File: src/rtl/wisc_cache_pkg.sv
// Shared types and constants for the WISC cache miss-handling logic.
// Block geometry, fill FSM state encoding and a block-base helper.
package wisc_cache_pkg;

    localparam int ADDR_WIDTH        = 16;
    localparam int WORDS_PER_BLOCK   = 8;
    localparam int MEM_LATENCY       = 4;
    localparam int BLOCK_OFFSET_BITS = 4;
    localparam int WORD_IDX_BITS     = 3;
    localparam int CNT_WIDTH         = WORD_IDX_BITS + 1;

    localparam logic [ADDR_WIDTH-1:0] OFFSET_MASK =
        ADDR_WIDTH'((1 << BLOCK_OFFSET_BITS) - 1);

    typedef enum logic {
        IDLE = 1'b0,
        FILL = 1'b1
    } fill_state_e;

    // Clears the byte offset so every issued address lands inside the missing block.
    function automatic logic [ADDR_WIDTH-1:0] block_base(input logic [ADDR_WIDTH-1:0] addr);
        return addr & ~OFFSET_MASK;
    endfunction

endpackage

File: src/rtl/fill_word_counter.sv
// Small word counter used for both the issue and receive sides of a block fill.
// Synchronous clear, enable, and a flag that holds the count once it reaches TERMINAL.
module fill_word_counter
    import wisc_cache_pkg::*;
#(
    parameter int TERMINAL = WORDS_PER_BLOCK
) (
    input  logic                 clk,
    input  logic                 rst,
    input  logic                 clear,
    input  logic                 enable,
    output logic [CNT_WIDTH-1:0] count,
    output logic                 terminal
);

    assign terminal = (count == CNT_WIDTH'(TERMINAL));

    // NOTE: sequential state uses non-blocking assignments so every register
    // samples the pre-edge values of its neighbours.
    always_ff @(posedge clk) begin
        if (!rst) begin
            count <= '0;
        end else if (clear) begin
            count <= '0;
        end else if (enable && !terminal) begin
            count <= count + CNT_WIDTH'(1);
        end
    end

endmodule

File: src/rtl/cache_fill_fsm.sv
// Miss-handling controller: streams one block of word reads to memory and
// writes the returned words into the data array, committing the tag last.
module cache_fill_fsm
    import wisc_cache_pkg::*;
(
    input  logic                     clk,
    input  logic                     rst,
    input  logic                     miss_detected,
    input  logic [ADDR_WIDTH-1:0]    miss_address,
    input  logic                     memory_data_valid,
    input  logic [ADDR_WIDTH-1:0]    memory_data,
    output logic                     fsm_busy,
    output logic                     memory_read,
    output logic [ADDR_WIDTH-1:0]    memory_address,
    output logic                     write_data_array,
    output logic [WORD_IDX_BITS-1:0] data_array_word,
    output logic [ADDR_WIDTH-1:0]    data_out,
    output logic                     write_tag_array,
    output logic                     fill_done,
    output logic [ADDR_WIDTH-1:0]    fill_count
);

    fill_state_e           state_q;
    fill_state_e           state_d;
    logic [ADDR_WIDTH-1:0] base_q;
    logic [ADDR_WIDTH-1:0] fill_cnt_q;
    logic [CNT_WIDTH-1:0]  issue_cnt;
    logic [CNT_WIDTH-1:0]  recv_cnt;
    logic                  issue_term;
    logic                  recv_term;
    logic                  start_fill;
    logic                  recv_en;
    logic                  last_word;

    assign start_fill = (state_q == IDLE) && miss_detected;
    assign recv_en    = (state_q == FILL) && memory_data_valid && !recv_term;
    assign last_word  = recv_en && (recv_cnt == CNT_WIDTH'(WORDS_PER_BLOCK - 1));

    fill_word_counter #(.TERMINAL(WORDS_PER_BLOCK)) u_issue_cnt (
        .clk      (clk),
        .rst      (rst),
        .clear    (start_fill),
        .enable   (state_q == FILL),
        .count    (issue_cnt),
        .terminal (issue_term)
    );

    fill_word_counter #(.TERMINAL(WORDS_PER_BLOCK)) u_recv_cnt (
        .clk      (clk),
        .rst      (rst),
        .clear    (start_fill),
        .enable   (recv_en),
        .count    (recv_cnt),
        .terminal (recv_term)
    );

    always_ff @(posedge clk) begin
        if (!rst) begin
            state_q <= IDLE;
        end else begin
            state_q <= state_d;
        end
    end

    always_ff @(posedge clk) begin
        if (!rst) begin
            base_q     <= '0;
            fill_cnt_q <= '0;
        end else begin
            if (start_fill) begin
                base_q <= block_base(miss_address);
            end
            if (last_word) begin
                fill_cnt_q <= fill_cnt_q + ADDR_WIDTH'(1);
            end
        end
    end

    // NOTE: every combinational output is given a default before the case
    // logic, so no path leaves a signal unassigned and no latch is inferred.
    always_comb begin
        state_d = state_q;
        unique case (state_q)
            IDLE: if (miss_detected) state_d = FILL;
            FILL: if (last_word)     state_d = IDLE;
            default: state_d = IDLE;
        endcase
    end

    // Everything is forced low while rst is asserted, even before the reset edge lands.
    always_comb begin
        fsm_busy         = 1'b0;
        memory_read      = 1'b0;
        memory_address   = '0;
        write_data_array = 1'b0;
        data_array_word  = '0;
        data_out         = '0;
        write_tag_array  = 1'b0;
        fill_done        = 1'b0;
        fill_count       = rst ? fill_cnt_q : '0;
        if (rst && (state_q == FILL)) begin
            fsm_busy = 1'b1;
            if (!issue_term) begin
                memory_read    = 1'b1;
                memory_address = base_q | ADDR_WIDTH'({issue_cnt, 1'b0});
            end
            if (recv_en) begin
                write_data_array = 1'b1;
                data_array_word  = recv_cnt[WORD_IDX_BITS-1:0];
                data_out         = memory_data;
            end
            if (last_word) begin
                write_tag_array = 1'b1;
                fill_done       = 1'b1;
            end
        end
    end

endmodule

File: config.mk
export PLATFORM = sky130hd
export DESIGN_NAME = cache_fill_fsm
export DESIGN_NICKNAME = d
export VERILOG_FILES = /design/src/rtl/wisc_cache_pkg.sv /design/src/rtl/fill_word_counter.sv /design/src/rtl/cache_fill_fsm.sv
export SDC_FILE = /design/constraint.sdc
export NUM_CORES = 1
export LEC_CHECK = 0
export ABC_AREA = 0
export ABC_CLOCK_PERIOD_IN_PS = 3600
export CAP_MARGIN = 20
export CORE_MARGIN = 2
export CORE_UTILIZATION = 44
export DETAILED_ROUTE_END_ITERATION = 12
export PLACE_DENSITY = 0.9
export SYNTH_ARGS = -nofsm -noshare
export SYNTH_HDL_FRONTEND = slang
export SYNTH_SLANG_ARGS = --single-unit
File: constraint.sdc
create_clock -name clk -period 3.6 [get_ports clk]
set_input_delay 0.36 -clock clk [delete_from_list [all_inputs] [get_ports clk]]
set_output_delay 0.36 -clock clk [all_outputs]
set_load 0.02 [all_outputs]
After elaboration in Yosys (flattened, before gate mapping)
Cells that the tools add are included.
{"block": "op_classes", "addsub": 3, "eq_ne": 3, "muxes": 17, "bitwise": 3, "n_reduce_logical": 10}
{"op": "two-way mux 16 bit", "count": 5}
{"op": "adder 16 x 1 -> 16 bit (second input constant)", "count": 1}
{"op": "bitwise OR 16 x 5 -> 16 bit", "count": 1}
{"op": "two-way mux 1 bit", "count": 9}
{"op": "adder 4 x 1 -> 4 bit (second input constant)", "count": 2}
{"op": "equality test 4 bit (second input constant)", "count": 2}
{"op": "logical AND 1 bit", "count": 7}
{"op": "two-way mux 3 bit", "count": 2}
{"op": "equality test 4 x 3 -> 1 bit (second input constant)", "count": 1}
{"op": "logical NOT 1 bit", "count": 2}
{"op": "inverter 1 bit", "count": 2}
{"op": "case mux 1 bit (2 select lines)", "count": 1}
{"op": "OR reduction 2 bit", "count": 1}
{"block": "word_totals", "ff_bits": 37}

Logic depth before layout (Yosys ltp)
Gate-level depths: netlist (run 1).
{"block": "depth", "depth_word": 6, "ltp_mapped": 7, "depth_no_buf": 6}

Cells and area by module
A second synthesis (run 1) with hierarchy kept.
{"block": "hier_totals", "cells_unflattened": 262, "hier_area_um2": 2028.2}
{"module": "cache_fill_fsm", "instances": 1, "cells_per_inst": 212, "area_per_inst_um2": 1592.8}
{"module": "fill_word_counter", "instances": 2, "cells_per_inst": 25, "area_per_inst_um2": 217.7}

Worst setup path before layout (run 1)
No wires, ideal clock.
{"block": "synth_timing", "path_kind": "reg-to-reg", "startpoint": "register u_recv_cnt.count[0]", "endpoint": "register fill_cnt_q[11]", "setup_time_ns": 0.121, "arrival_ns": 1.896, "required_time_ns": 3.479, "setup_slack_ns": 1.583, "stages_incl_launch_ff": 7, "n_path_buf": 1, "synth_period_minus_slack_ns": 2.017, "path_cell_list": "dfxtp_1 -> ha_1 -> and4b_1 -> or4b_1 -> clkbuf_2 -> and2b_2 -> mux2_2"}
{"block": "synth_between", "elab_chain_cells": 4, "elab_cells_between_ends": 5, "classes_between": "eq/ne: 2; reduce/logical: 3"}
{"element": "start: declaration", "line_no": "fill_word_counter.sv:12", "rtl": "output logic [CNT_WIDTH-1:0] count,"}
{"element": "start signal: assignment", "line_no": "fill_word_counter.sv:26", "rtl": "count <= count + CNT_WIDTH'(1);"}
{"element": "equality test 4 bit", "line_no": "fill_word_counter.sv:16", "rtl": "assign terminal = (count == CNT_WIDTH'(TERMINAL));"}
{"element": "logical NOT 1 bit", "line_no": "cache_fill_fsm.sv:36", "rtl": "assign recv_en = (state_q == FILL) && memory_data_valid && !recv_term;"}
{"element": "logical AND 1 bit", "line_no": "cache_fill_fsm.sv:36"}
{"element": "logical AND 1 bit *", "line_no": "cache_fill_fsm.sv:37", "rtl": "assign last_word = recv_en && (recv_cnt == CNT_WIDTH'(WORDS_PER_BLOCK - 1));"}
{"element": "end signal: assignment", "line_no": "cache_fill_fsm.sv:74", "rtl": "fill_cnt_q <= fill_cnt_q + ADDR_WIDTH'(1);"}
{"element": "end: declaration", "line_no": "cache_fill_fsm.sv:26", "rtl": "logic [ADDR_WIDTH-1:0] fill_cnt_q;"}
Every way passes the cells marked *; elsewhere a longest branch is shown, timed or not.
A chain may end at the register's enable or synchronous reset.

Worst setup path after layout (run 1)
{"block": "layout_timing", "startpoint": "register u_issue_cnt.count[0]", "endpoint": "output memory_address[15]"}
{"block": "layout_between", "elab_chain_cells": 3}
{"element": "start: declaration", "line_no": "fill_word_counter.sv:12"}
{"element": "start signal: assignment", "line_no": "fill_word_counter.sv:26"}
{"element": "equality test 4 bit", "line_no": "fill_word_counter.sv:16"}
{"element": "two-way mux 16 bit", "line_no": "cache_fill_fsm.sv:103", "rtl": "if (!issue_term) begin"}
{"element": "two-way mux 16 bit", "line_no": "cache_fill_fsm.sv:101", "rtl": "if (rst && (state_q == FILL)) begin"}
{"element": "end: declaration", "line_no": "cache_fill_fsm.sv:14", "rtl": "output logic [ADDR_WIDTH-1:0] memory_address,"}
Every way passes these cells.

==> metrics.md, run 1 <==
| Metric | Value |
|---|---|
| Status | `finished clean` |
| Max IR drop VDD | `0.171 mV` |
| Grt total ovfl | `0` |
| FFs w/ async S/R, synth | `0` |
| Num ports | `92` |
| End of the critical path | `memory_address[15]` |
| Total GRT Usage | `0.205` |
| Hold path depth | `2` |
| Max-slew headroom | `0.464` |
| CP cell instances | `inv_1 -> ha_1 -> nand3b_1 -> nand2_1 -> nor2_1 -> and2_1 -> clkdlybuf4s50_1` |
| Row count | `24` |
| Worst-skew pair later-pin latency | `290 ps` |
| Hold WS | `449 ps` |
| Power Density | `293 mW/mm^2` |
| Layout area overhead | `50.6%` |
| Area leader, netlist | `dfxtp_1` |
| Iteration count of the initial detailed-routing pass | `4` |
| Fill count | `357` |
| Cell area after synthesis | `0.00194 mm^2` |
| Max-cap violations | `0` |
| PortBufs | `86` |
| Post-cts resize count | `0` |
| CTS Sinks | `37` |
| Fraction of layout cells with a size suffix above 1 | `0.0453` |
| Drt via density | `5.15` |
| Max Fclk | `330 MHz` |
| Ant. Diodes | `0` |
| Worst Tran Pin Value | `803 ps` |
| Average wire per standard cell | `13.0 um` |
| Post-synth EDFFs | `0` |
| Core box area | `0.00429 mm^2` |
| Die X-Extent | `70.3 um` |
| Hpwl dp | `3620 um` |
| Avg Cell Area, Syn | `7.75 um^2` |
| Vias in the first global route | `1841` |
| Worst Setup End Kind | `primary output` |
| Worst r2r path cells | `5` |
| Setup TNS | `0 ps` |
| Largest net degree at the start of global routing | `37` |
| Min Tclk post-route | `3030 ps` |
| Final setup fails | `0` |
| CTS max path bufs | `2` |
| Slowest Stage Delay on Critical Path | `630 ps` |
| Initial Util | `0.451` |
| Max-slew violations | `0` |
| Height of the die | `70.3 um` |
| Postcts setup bufs | `0` |
| Worst flop-to-flop path endpoint | `fill_cnt_q[11]$_SDFFE_PN0P_` |
| # nets final | `371` |
| Hold path start | `base_q[9]$_SDFFE_PN0P_` |
| Antenna Violating Nets Remaining | `0` |
| Period Utilization, post-route | `0.843` |
| WS Path Type | `flip-flop to primary output` |
| P_leak | `1.17 nW` |
| Mapped Nets | `291` |
| Worst-path clk slew | `70 ps` |
| Initial DRC Count | `100` |
| Synth Warn # | `0` |
| Crit path max fanout | `13` |
| Crit start category | `flip-flop` |
| Worst Path Required | `3240 ps` |
| Sequential share of the synthesized area | `0.382` |
| Hold Crit Class | `flip-flop to flip-flop` |
| Routability cong. | `0.823` |
| TritonCTS Buffers | `5` |
| Initial antenna violation count | `0` |
| Post-Route WL | `4990 um` |
| Reg2reg start | `u_recv_cnt.count[0]$_SDFFE_PP0P_` |
| RSZ-0062 raised after global routing | `no` |
| Vias | `1971` |
| Hold_buf cts | `0` |
| Yosys reg bits | `37` |
| Worst reg2reg setup slack | `1370 ps` |
| Top cell type's share of synthesized area | `0.382` |
| Synth Flop Type | `dfxtp_1` |
| Top cells by area, synth | `dfxtp_1, and2_1, and3_1, nand2_1, a21oi_1` |
| CTS root buffer | `clkbuf_8` |
| Hold Fails Final Rpt | `0` |
| Synthesized instance count | `250` |
| Netlist cell types | `36` |
| Total die area | `0.00495 mm^2` |
| Worst EP arrival | `2670 ps` |
| Most frequent cells in the layout | `clkdlybuf4s50_1, dfxtp_1, nand2_1` |
| Crit path launch | `u_issue_cnt.count[0]$_SDFFE_PP0P_` |
| CTS tree | `done` |
| Commonest non-fill, non-tap cell in the layout | `clkdlybuf4s50_1` |
| First-pass GRT wire length | `8250 um` |
| Clk_skew | `9.33 ps` |
| Htree depth | `2` |
| Remaining DRCs | `0` |
| CP max-delay cell | `clkdlybuf4s50_1` |
report_power, final:
part | internal (mW) | switching (mW) | leakage (nW)
logic | 0.0581 | 0.0536 | 0.811
registers | 0.419 | 0.00702 | 0.300
clock network | 0.173 | 0.143 | 0.0542
total | 0.650 | 0.203 | 1.17
cell usage after synthesis (all sizes together) (3+ instances only):
| master | count |
|---|---|
| dfxtp | 37 |
| nand2 | 36 |
| and2 | 27 |
| and3 | 22 |
| nor2 | 19 |
| a21oi | 16 |
| clkbuf | 10 |
| inv | 9 |
| nand3 | 9 |
| buf | 7 |
| o21ai | 7 |
| or4 | 6 |
| xnor2 | 6 |
| ha | 5 |
| nor3 | 5 |
| xor2 | 5 |
| nand4 | 3 |
final cells by class:
type | count | area [um^2] | area share
Multi-Input combinational cell | 187 | 1090 | 0.372
Sequential cell | 37 | 741 | 0.254
Tap cell | 52 | 65.1 | 0.0223
Clock buffer | 7 | 96.3 | 0.0330
Inverter | 9 | 33.8 | 0.0116
Clock inverter | 1 | 5.00 | 0.00172
Timing Repair Buffer | 90 | 891 | 0.305
worst max-delay path, delay by kind of cell (launching register included):
kind / cells / cell delay, ps
adder cells (fa/ha/maj): 1 / 200
flip-flops: 1 / 360
buffers and inverters: 2 / 730
AND/OR/NAND/NOR: 4 / 1100
metal layers:
| metal | track usage | up-vias | part of all wire |
|---|---|---|---|
| li1 | - | 993 | - |
| met2 | 0.364 | 51 | 0.52 |
| met1 | 0.228 | 921 | 0.42 |
| met5 | 0 | - | 0 |
| met4 | 0.0940 | 0 | 0.014 |
| met3 | 0.0505 | 6 | 0.050 |
per-stage QoR:
| stage | utilization | area (um^2) | std cells | power [mW] | setup WS, ps |
|---|---|---|---|---|---|
| after global placement | 0.656 | 2820 | 375 | 0.544 | 742 |
| after floorplan | - | 1940 | 250 | 0.488 | 1580 |
| final | 0.679 | 2920 | 383 | 0.854 | 566 |
| after global routing | 0.679 | 2920 | 383 | 0.896 | 379 |
| after CTS | 0.679 | 2920 | 383 | 0.865 | 592 |
| after detailed placement | 0.656 | 2820 | 375 | 0.548 | 654 |
flip-flops by register name, summed over array words and instances (netlist names):
| name | flops |
|---|---|
| base_q | 12 |
| u_recv_cnt.count | 4 |
| state_q | 1 |
| fill_cnt_q | 16 |
| u_issue_cnt.count | 4 |
kinds of logic (layout without fill, tap and decap cells):
family / Yosys count / count (layout) / synth area share
mux: 3 / 3 / 0.0161
compound gates: 28 / 28 / 0.0795
fa+ha+maj: 5 / 5 / 0.0323
other cells: 1 / 1 / 0.00194
flops: 37 / 37 / 0.382
simple gates: 139 / 139 / 0.381
xor+xnor: 11 / 11 / 0.0497
buf+inv: 26 / 107 / 0.0568
how the worst min path moves through the flow:
stage	endpoint	slack (ps)
final	base_q[9]$_SDFFE_PN0P_	450
after global routing	base_q[6]$_SDFFE_PN0P_	470
after CTS	base_q[6]$_SDFFE_PN0P_	450
after detailed placement	base_q[6]$_SDFFE_PN0P_	440
after global placement	base_q[9]$_SDFFE_PN0P_	440
after floorplan	base_q[10]$_SDFFE_PN0P_	430
(Power assumes the default switching activity.)
==> run 2, diff against run 1 <==
--- a/config.mk
+++ b/config.mk
@@ -6,12 +6,12 @@
 export NUM_CORES = 1
 export LEC_CHECK = 0
 export ABC_AREA = 0
-export ABC_CLOCK_PERIOD_IN_PS = 3600
+export ABC_CLOCK_PERIOD_IN_PS = 2750
 export CAP_MARGIN = 20
 export CORE_MARGIN = 2
-export CORE_UTILIZATION = 44
+export CORE_UTILIZATION = 37
 export DETAILED_ROUTE_END_ITERATION = 12
-export PLACE_DENSITY = 0.9
+export PLACE_DENSITY = 0.82
 export SYNTH_ARGS = -nofsm -noshare
 export SYNTH_HDL_FRONTEND = slang
 export SYNTH_SLANG_ARGS = --single-unit
==> constraint.sdc (replaced) <==
create_clock -name clk -period 2.75 [get_ports clk]
set_input_delay 0.275 -clock clk [delete_from_list [all_inputs] [get_ports clk]]
set_output_delay 0.275 -clock clk [all_outputs]
set_load 0.02 [all_outputs]
==> run 2 against run 1 <==
  * Routed wire length grew 1.3%
  * Sequential cell count is the same
  * Die area grew 18%
  * Final area grew 1.7%
  * Critical path type unchanged
  * Largest cell class unchanged
==> metrics.md, run 2 (synthesized netlist as in run 1, its figures left out) <==
| Metric | Value |
|---|---|
| Vias in the first global route | `1807 (-1.8%)` |
| Core box area | `0.00507 mm^2 (+18%)` |
| Crit path launch | `u_issue_cnt.count[0]$_SDFFE_PP0P_` |
| CP cell instances | `inv_1 -> ha_1 -> nand3b_1 -> nand2_1 -> nor2_1 -> buf_4 -> and2_1 -> clkdlybuf4s50_1` |
| Remaining DRCs | `0 (unchanged)` |
| Hold Fails Final Rpt | `0 (unchanged)` |
| Top Family by Delay on Critical Path | `buffers and inverters` |
| Height of the die | `76.4 um (+8.5%)` |
| Worst Path Required | `2480 ps (-760 ps)` |
| Initial Util | `0.382 (-0.0694)` |
| Largest reg by FF count | `fill_cnt_q` |
| Largest net degree at the start of global routing | `37 (unchanged)` |
| Antenna Violating Nets Remaining | `0 (unchanged)` |
| CP max-delay cell | `clkdlybuf4s50_1` |
| CP Buf/Inv Count | `3 (+1)` |
| Average wire per standard cell | `12.5 um (-3.9%)` |
| Worst-skew pair later-pin latency | `280 ps (about the same)` |
| Total die area | `0.00583 mm^2 (+18%)` |
| Setup TNS | `0 ps (unchanged)` |
| Status | `finished clean` |
| Die X-Extent | `76.4 um (+8.5%)` |
| Worst reg2reg setup slack | `530 ps (-840 ps)` |
| Routability cong. | `0.817 (-0.66%)` |
| Most frequent cells in the layout | `clkdlybuf4s50_1, dfxtp_1, nand2_1` |
| Setup slack at placement | `342 ps (-312 ps)` |
| Worst r2r path cells | `5 (unchanged)` |
| Htree depth | `2 (unchanged)` |
| Final worst slack | `176 ps (-390 ps)` |
| Commonest non-fill, non-tap cell in the layout | `clkdlybuf4s50_1` |
| Crit start category | `flip-flop` |
| CTS tree | `done` |
| Vias | `1966 (-0.25%)` |
| Crit path max fanout | `13 (unchanged)` |
| TritonCTS Buffers | `5 (unchanged)` |
| Stages on the worst setup path | `8 (+1)` |
| Post-Route WL | `5050 um (+1.3%)` |
| Drt via density | `4.87 (-5.4%)` |
| Worst EP arrival | `2300 ps (-370 ps)` |
| Max-cap violations | `0 (unchanged)` |
| Worst Tran Pin Value | `500 ps (-302 ps)` |
| Max IR drop VDD | `0.229 mV (+34%)` |
| Worst Setup End Kind | `primary output` |
| Postcts setup bufs | `0 (unchanged)` |
| Min Tclk post-route | `2570 ps` |
| Fraction of layout cells with a size suffix above 1 | `0.0509 (+0.00558)` |
| CTS Sinks | `37 (unchanged)` |
| RSZ-0062 raised after global routing | `no` |
| WS Path Type | `flip-flop to primary output` |
| Layout area overhead | `53.2%` |
| Num ports | `92 (unchanged)` |
| Hold_buf cts | `0 (unchanged)` |
| Largest regs | `fill_cnt_q: 16 flops, base_q: 12 flops` |
| Initial DRC Count | `99 (-1.0%)` |
| PortBufs | `86 (unchanged)` |
| Max FFs per register | `16 (unchanged)` |
| Period Utilization, post-route | `0.936` |
| Iteration count of the initial detailed-routing pass | `4 (unchanged)` |
| Row count | `26 (+8.3%)` |
| Hpwl dp | `3800 um (+4.8%)` |
| Initial antenna violation count | `0 (unchanged)` |
| Hold Crit Class | `flip-flop to flip-flop` |
| End of the critical path | `memory_address[14]` |
| First-pass GRT wire length | `8330 um (+0.92%)` |
| Max Fclk | `388 MHz` |
| Ant. Diodes | `0 (unchanged)` |
| Clk_skew | `5.25 ps (-4.08 ps)` |
| Grt total ovfl | `0 (unchanged)` |
| Final setup fails | `0 (unchanged)` |
| Post-cts resize count | `0 (unchanged)` |
| CTS root buffer | `clkbuf_8` |
| Max-slew violations | `0 (unchanged)` |
| CTS max path bufs | `2 (unchanged)` |
| Slowest Stage Delay on Critical Path | `620 ps (about the same)` |
| Reg2reg start | `u_recv_cnt.count[0]$_SDFFE_PP0P_` |
| P_leak | `1.18 nW (+1.3%)` |
| Max-slew headroom | `0.666 (+0.203)` |
| # nets final | `375 (+1.1%)` |
| Total GRT Usage | `0.173 (-0.0320)` |
| Power Density | `366 mW/mm^2 (+25%)` |
| Worst-path clk slew | `70 ps (about the same)` |
| Worst flop-to-flop path endpoint | `fill_cnt_q[11]$_SDFFE_PN0P_` |
[run 2: worst min path at each step]
stage                                 start                 endpoint  slack, ps  depth (start not counted)
detailed placement  base_q[12]$_SDFFE_PN0P_  base_q[12]$_SDFFE_PN0P_        440                          2
CTS                 base_q[12]$_SDFFE_PN0P_  base_q[12]$_SDFFE_PN0P_        450                          2
global route        base_q[10]$_SDFFE_PN0P_  base_q[10]$_SDFFE_PN0P_        480                          2
floorplan                  miss_address[10]  base_q[10]$_SDFFE_PN0P_        410                          2
global placement     base_q[9]$_SDFFE_PN0P_   base_q[9]$_SDFFE_PN0P_        440                          2
finish               base_q[6]$_SDFFE_PN0P_   base_q[6]$_SDFFE_PN0P_        450                          2
[run 2: worst min-delay path, delay by kind of cell (launching register included)]
kind,cells,cell delay [ps]
flip-flops,1,310
AND/OR/NAND/NOR,1,50
AO/OA/AOI/OAI,1,50
[run 2: report_power, final]
group | leakage (nW) | internal, mW | switching, mW
clock | 0.0443 | 0.199 | 0.173
sequential | 0.300 | 0.549 | 0.00727
combinational | 0.836 | 0.0824 | 0.0744
[run 2: cell type report]
cell class | count | area (um^2)
repair buffers | 94 | 933
clock buffers | 7 | 86.3
flip-flops and latches | 37 | 741
well taps | 70 | 87.6
fillers | 466 | 2110
inverters | 9 | 33.8
multi-input cells | 187 | 1090
[run 2: metrics by stage]
| step | power [mW] | cells | area (um^2) | util | hold WS, ps |
|---|---|---|---|---|---|
| global placement | 0.721 | 397 | 2880 | 0.568 | 437 |
| detailed placement | 0.725 | 397 | 2880 | 0.568 | 443 |
| finish | 1.09 | 404 | 2970 | 0.585 | 451 |
| CTS | 1.09 | 404 | 2970 | 0.585 | 452 |
| floorplan | 0.639 | 250 | 1940 | - | 411 |
| global route | 1.13 | 404 | 2970 | 0.585 | 480 |
[run 2: routing by layer]
layer | track usage | vias up | part of all wire
met4 | 0.0564 | 0 | 0.015
met5 | 0 | - | 0
met3 | 0.0367 | 9 | 0.040
met2 | 0.307 | 53 | 0.50
met1 | 0.207 | 902 | 0.44
li1 | - | 1002 | -
